File: src/rtl/scan_decoder_if.sv
// Bus between a control FSM and scan_decoder: decode controls in, strobe lines out.
// The dir signal exists only when SCAN_DECODER_DIR_EN is defined.
interface scan_decoder_if #(
  parameter int N = 4
);
  logic                 en;
  logic                 mode;
  logic [N-1:0]         w;
  logic [0:(1<<N)-1]    y;
  logic [N-1:0]         idx;
  logic                 wrap;
`ifdef SCAN_DECODER_DIR_EN
  logic                 dir;
`endif

  modport master (
`ifdef SCAN_DECODER_DIR_EN
    output dir,
`endif
    output en, mode, w,
    input  y, idx, wrap
  );

  modport slave (
`ifdef SCAN_DECODER_DIR_EN
    input  dir,
`endif
    input  en, mode, w,
    output y, idx, wrap
  );
endinterface

File: src/rtl/scan_decoder.sv
// Registered N-to-2^N one-hot decoder with an autonomous scan mode that walks the
// output through every line, holding each for DIV cycles. Optional macro SCAN_DECODER_DIR_EN adds scan direction.
module scan_decoder #(
  parameter int N   = 4,
  parameter int DIV = 4
) (
  input logic          clk,
  input logic          rst,
  scan_decoder_if.slave bus
);

  localparam int LINES = 1 << N;
  localparam int CW    = (DIV > 1) ? $clog2(DIV) : 1;
  localparam logic [CW-1:0] CNT_MAX = CW'(DIV - 1);
  localparam logic [N-1:0]  IDX_MAX = N'(LINES - 1);

  logic [0:LINES-1] y_q, y_d;
  logic [N-1:0]     idx_q, idx_d;
  logic [CW-1:0]    cnt_q, cnt_d;
  logic             wrap_q, wrap_d;
  logic             step_down;

`ifdef SCAN_DECODER_DIR_EN
  assign step_down = bus.dir;
`else
  assign step_down = 1'b0;
`endif

  // Disabled cycles hold idx/cnt so a resumed scan never skips a line.
  always_comb begin
    idx_d  = idx_q;
    cnt_d  = cnt_q;
    wrap_d = 1'b0;
    y_d    = '0;
    if (bus.en) begin
      if (!bus.mode) begin
        idx_d = bus.w;
        cnt_d = '0;
      end else if (cnt_q == CNT_MAX) begin
        cnt_d = '0;
        if (step_down) begin
          idx_d  = idx_q - N'(1);
          wrap_d = (idx_q == '0);
        end else begin
          idx_d  = idx_q + N'(1);
          wrap_d = (idx_q == IDX_MAX);
        end
      end else begin
        cnt_d = cnt_q + CW'(1);
      end
      for (int k = 0; k < LINES; k++) begin
        y_d[k] = (idx_d == N'(k));
      end
    end
  end

  always_ff @(posedge clk) begin
    if (rst) begin
      y_q    <= '0;
      idx_q  <= '0;
      cnt_q  <= '0;
      wrap_q <= 1'b0;
    end else begin
      y_q    <= y_d;
      idx_q  <= idx_d;
      cnt_q  <= cnt_d;
      wrap_q <= wrap_d;
    end
  end

  assign bus.y    = y_q;
  assign bus.idx  = idx_q;
  assign bus.wrap = wrap_q;

endmodule

File: src/flat_wrapper.sv
// flat-port wrapper written by rule: the top's interface ports become plain ports
module scan_decoder_flat 
#(
  parameter int N   = 4,
  parameter int DIV = 4
)
  (clk, rst, bus_en, bus_mode, bus_w, bus_y, bus_idx, bus_wrap);
  scan_decoder_if #(.N(N)) bus_i ();
  input logic clk;
  input logic rst;
  input wire logic [$bits(bus_i.en)-1:0] bus_en;
  input wire logic [$bits(bus_i.mode)-1:0] bus_mode;
  input wire logic [$bits(bus_i.w)-1:0] bus_w;
  output wire logic [$bits(bus_i.y)-1:0] bus_y;
  output wire logic [$bits(bus_i.idx)-1:0] bus_idx;
  output wire logic [$bits(bus_i.wrap)-1:0] bus_wrap;
  assign bus_i.en = bus_en;
  assign bus_i.mode = bus_mode;
  assign bus_i.w = bus_w;
  assign bus_y = bus_i.y;
  assign bus_idx = bus_i.idx;
  assign bus_wrap = bus_i.wrap;
  scan_decoder #(.N(N), .DIV(DIV)) u_core (.clk(clk), .rst(rst), .bus(bus_i));
endmodule
File: config.mk
export PLATFORM = sky130hd
export DESIGN_NAME = scan_decoder_flat
export DESIGN_NICKNAME = d
export VERILOG_FILES = /design/src/rtl/scan_decoder_if.sv /design/src/rtl/scan_decoder.sv /design/src/flat_wrapper.sv
export SDC_FILE = /design/constraint.sdc
export NUM_CORES = 1
export LEC_CHECK = 0
export BUFFER_PORTS_ARGS = -buffer_cell sky130_fd_sc_hd__buf_2
export CAP_MARGIN = 5
export CELL_PAD_IN_SITES_DETAIL_PLACEMENT = 1
export CELL_PAD_IN_SITES_GLOBAL_PLACEMENT = 1
export CORE_MARGIN = 2
export CORE_UTILIZATION = 32
export CTS_CLUSTER_DIAMETER = 50
export DETAILED_ROUTE_END_ITERATION = 7
export GPL_ROUTABILITY_DRIVEN = 1
export GPL_TIMING_DRIVEN = 1
export PLACE_DENSITY = 0.78
export SLEW_MARGIN = 25
export SYNTH_ARGS = -nofsm -noshare
export SYNTH_HDL_FRONTEND = slang
export SYNTH_SLANG_ARGS = --single-unit
File: constraint.sdc
create_clock -name clk -period 1.6 [get_ports clk]
set_input_delay 0.24 -clock clk [delete_from_list [all_inputs] [get_ports clk]]
set_output_delay 0.24 -clock clk [all_outputs]
set_load 0.02 [all_outputs]
; Word level (Yosys, flattened, before mapping)
; Index checks and enable logic that the tools add are counted.
[word_totals]
register_bits = 23
inputBits = 8
output_inout_bits = 21
elab_cells = 34
[classes]
add_sub_neg = 2
eq_ne = 17
muxes = 5
bitwise = 3
n_reduce_logical = 3
[ops]
columns = op, count
row1 = 4-bit equality test (second input constant), 9
row2 = 4-bit by 3-bit equality test with 1-bit output (second input constant), 4
row3 = 4-bit two-way mux, 3
row4 = 4-bit by 2-bit equality test with 1-bit output (second input constant), 2
row5 = 4-bit by 1-bit adder with 4-bit output (second input constant), 1
row6 = 4-bit by 1-bit equality test with 1-bit output (second input constant), 1
row7 = 4-bit logical NOT, 1
row8 = 2-bit two-way mux, 2
row9 = 4-bit OR reduction, 1
row10 = 1-bit inverter, 3
row11 = 2-bit by 1-bit adder with 2-bit output (second input constant), 1
row12 = 2-bit equality test (second input constant), 1
row13 = 2-bit OR reduction, 1

; Longest topological paths before layout
[logic_depth]
ltp_word = 5
ltp_mapped = 6
mapped_depth_nobuf = 5

; Least setup slack after synthesis
; No wires, ideal clock.
[synth_timing]
kind = register to register
from = register u_core.idx_q[0] (netlist: u_core.bus.idx[0])
to = register u_core.y_q (netlist bit u_core.bus.y[0])
setup_time_ps = 66
arrival_time_ps = 1527
required_ps = 1534
path_slack_ps = 7
path_stages_with_launch = 6
n_path_buf = 0
synth_period_minus_slack_ps = 1593
cell_sequence = dfxtp_1 > ha_1 > mux2_4 > mux2i_4 > a21bo_4 > nor2_1
[synth_between]
elab_chain_len = 5
[synth_rtl]
columns = element, line_no
row1 = start: declaration, scan_decoder.sv:18  ; logic [N-1:0] idx_q, idx_d;
row2 = start signal: assignment, scan_decoder.sv:65  ; idx_q <= idx_d;
row3 = 4-bit by 1-bit adder with 4-bit output, scan_decoder.sv:45  ; idx_d = idx_q + N'(1);
row4 = 4-bit two-way mux (*), scan_decoder.sv:39  ; end else if (cnt_q == CNT_MAX) begin
row5 = 4-bit two-way mux (*), scan_decoder.sv:36  ; if (!bus.mode) begin
row6 = 4-bit two-way mux (*), scan_decoder.sv:35  ; if (bus.en) begin
row7 = 4-bit logical NOT (*), scan_decoder.sv:52  ; y_d[k] = (idx_d == N'(k));
row8 = end signal: assignment, scan_decoder.sv:64  ; y_q <= y_d;
row9 = end: declaration, scan_decoder.sv:17  ; logic [0:LINES-1] y_q, y_d;
; Every way passes the cells marked *; elsewhere a longest branch is shown, timed or not. The select of a mux whose other input is x is not followed.
; A chain may end at the register's enable or synchronous reset.

; Worst setup path after layout
[layout_timing]
from = register u_core.cnt_q[0]
to = register u_core.y_q (netlist bit u_core.bus.y[0])
[layout_between]
elab_chain_len = 5
[layout_rtl]
columns = element, line_no
row1 = start: declaration, scan_decoder.sv:19  ; logic [CW-1:0] cnt_q, cnt_d;
row2 = start signal: assignment, scan_decoder.sv:66  ; cnt_q <= cnt_d;
row3 = 2-bit equality test, scan_decoder.sv:39
row4 = 4-bit two-way mux, scan_decoder.sv:39
row5 = 4-bit two-way mux, scan_decoder.sv:36
row6 = 4-bit two-way mux, scan_decoder.sv:35
row7 = 4-bit logical NOT, scan_decoder.sv:52
; Every way passes these cells. The select of a mux whose other input is x is not followed.

==> impl_metrics.ini <==
[run_status]
status = finished clean

[cts]
cts.clk_slew.worst_paths_ns = 0.12
cts_made_buffers = 3
cts_sinks = 23
cts_buffer_depth = 2
cts_tree = built
cts_root_buf = clkbuf_4
cts.htree.levels = 1
insertion_delay_ns = 0.30

[routing]
wire_per_inst_um = 13.8
wirelength_um = 2150
via_per_inst = 4.84
drc_errors = 0
drt-initial-drc-count = 7
dr_total_vias = 755
drtPass1Iterations = 2
ant_nets = 0

[place]
portBuffers = 28
gp_congestion = 0.866
hpwl_um = 1690
placed_cells = 150

[yosys]
synth_top_area_frac = 0.523
synth_cells = 90
yosys.area.top_type = dfxtp_1
synth_nets = 100
async_flop_share = 0
synth_edf_count = 0
ys_types = 26
yosysSeqAreaShare = 0.523
synthesis.area_um2 = 881
yosysWarnings = 0
synth_area_leaders = dfxtp_1 52%, nor2_1 9.4%, a31o_2 4.0%, nand2_1 3.0%, ha_1 2.8%
synth-seq-cells = 23
yosys_most_used_dff = dfxtp_1
synth.most_common_cell = dfxtp_1
avgSynthCellArea_um2 = 9.79
synth_commonest_cells = 23 x dfxtp_1, 22 x nor2_1, 7 x nand2_1

[floorplan]
design.die.area_mm2 = 0.00319
fp.dieH_um = 56.5
initial_utilization = 0.328
io_pins = 29
core_area_mm2 = 0.00269
std_cell_rows = 19
die_w_um = 56.5

[timing]
tightest_slew_ns = 0.311
period_needed_ns = 1.52
finalHoldViolations = 0
fin_crit_sh = 0.948
finClkSkew_ns = 0.00117
relSlewSlack = 0.792
maxSlewViolCount = 0
fmax_mhz = 659
setup_viol_count_final = 0

[worst_setup_path]
worstSetupStartpoint = u_core.cnt_q[0]
path_class = flop to flop
rr_worst_depth = 5
worstSetupEndpointType = flop
slowest_stage = dfxtp_2
cp.arrival_ns = 1.77
worstPathRequired_ns = 1.85
reg2reg_from = u_core.cnt_q[0]
r2r-end = u_core.bus.y[0]
cp-start-kind = flop
critPathMaxStageDelay_ns = 0.39
path_max_fanout = 6
regToRegSetupSlack_ns = 0.08
crit_path_cell_trace = ha_4 -> mux2_4 -> mux2i_4 -> a21bo_4 -> nor2_4

[global_route]
grt_usage = 0.146
grt_pass1_vias = 786
antenna_found_initial = 0
gr-total-overflow = 0
grt_pass1_wl_um = 3580
grt_max_degree = 14

[min_path]
hold_path_class = input pin to flop
holdPathEnd = u_core.cnt_q[1]
hold_path_depth = 2
hp-start = rst

[final_layout]
nets = 136
area_delta_synth_final_pct = 30.3
diodes = 0
drive_gt1_frac = 0.432
final_cells = 156

[pwr]
ir_worst_vdd_mv = 0.401
leakage_nw = 0.517
power.total_mw = 1.00
power_density_mw_per_mm2 = 872

[flow_run]
timing.max_cap.violations = 0
cells by family (layout without fill, tap and decap cells):
kind of cell               count (synthesis)  count (layout)  share of synthesized area
xor gates and xnor gates                   1               1                    0.00994
muxes                                      2               2                     0.0426
adders and majority gates                  2               2                     0.0284
AOI/OAI and AO/OA                         14              14                      0.138
and+or+nand+nor                           44              44                      0.229
DFF                                       23              23                      0.523
buffers and inverters                      4              39                     0.0298
timing repair:
item,in CTS,in global routing
hold buffers,0,0
endpoints found under the setup margin,4,4
setup buffers,0,2
gates resized for setup,4,7
where the power goes:
group / switching (mW) / internal, mW / leakage, nW
logic: 0.0796 / 0.0587 / 0.314
clock network: 0.168 / 0.0973 / 0.0150
registers: 0.0109 / 0.586 / 0.188
total: 0.258 / 0.742 / 0.517
registers in the layout (all words and copies together), names as in the netlist:
name / cells
u_core.bus.idx: 4
u_core.bus.y: 16
u_core.bus.wrap: 1
u_core.cnt_q: 2
how the worst max path moves through the flow:
| stage | to |
|---|---|
| after floorplan | u_core.bus.y[0] |
| after global placement | u_core.bus.y[0] |
| after detailed placement | u_core.bus.y[0] |
| after CTS | u_core.bus.y[0] |
| after global routing | u_core.bus.y[8] |
| final | u_core.bus.y[0] |
worst max-delay path, delay by kind of cell (launching register included):
family | cells | cell delay [ns]
AOI/OAI and AO/OA | 1 | 0.28
adders and majority gates | 1 | 0.18
DFF | 1 | 0.39
muxes | 2 | 0.51
and+or+nand+nor | 1 | 0.10
placed cells by master (no fill, tap or decap), drive strengths merged:
cell type | netlist | layout
a211oi | 1 | 1
a21bo | 2 | 2
a21o | 2 | 2
a21oi | 2 | 2
a31o | 4 | 4
a31oi | 1 | 1
a32o | 1 | 1
buf | 2 | 33
clkbuf | 0 | 4
dfxtp | 23 | 23
ha | 2 | 2
inv | 2 | 2
mux2 | 1 | 1
mux2i | 1 | 1
nand2 | 7 | 7
nand2b | 4 | 4
nand3 | 5 | 5
nand3b | 3 | 3
nand4 | 1 | 1
nor2 | 22 | 22
nor3 | 1 | 1
nor4b | 1 | 1
o21ai | 1 | 1
xnor2 | 1 | 1
area by class of cell:
class,count,area [um^2]
Tap cell,31,38.8
Multi-Input combinational cell,63,429
Sequential cell,23,468
Timing Repair Buffer,33,178
Fill cell,333,1540
Inverter,2,7.51
Clock buffer,4,26.3
through the flow:
stage / TNS, ns / worst slack, ns / hold slack, ns / util / cell area (um^2)
floorplan: 0 / 0.00680 / 0.309 / - / 881
global placement: 0 / 0.0713 / 0.459 / 0.396 / 1060
detailed placement: -0.0803 / -0.0693 / 0.470 / 0.396 / 1060
CTS: 0 / 0.0105 / 0.122 / 0.411 / 1100
global route: -0.000714 / -0.000714 / 0.123 / 0.427 / 1150
finish: 0 / 0.0835 / 0.124 / 0.427 / 1150
routing by layer:
metal,wire (um),part of all wire,vias up,global-route usage
met4,13,0.0061,0,0.0510
met5,0,0,-,0
li1,-,-,375,-
met1,857,0.40,352,0.162
met2,1130,0.53,26,0.267
met3,144,0.067,2,0.0346
No activity file was read; power rests on OpenSTA's default activity.
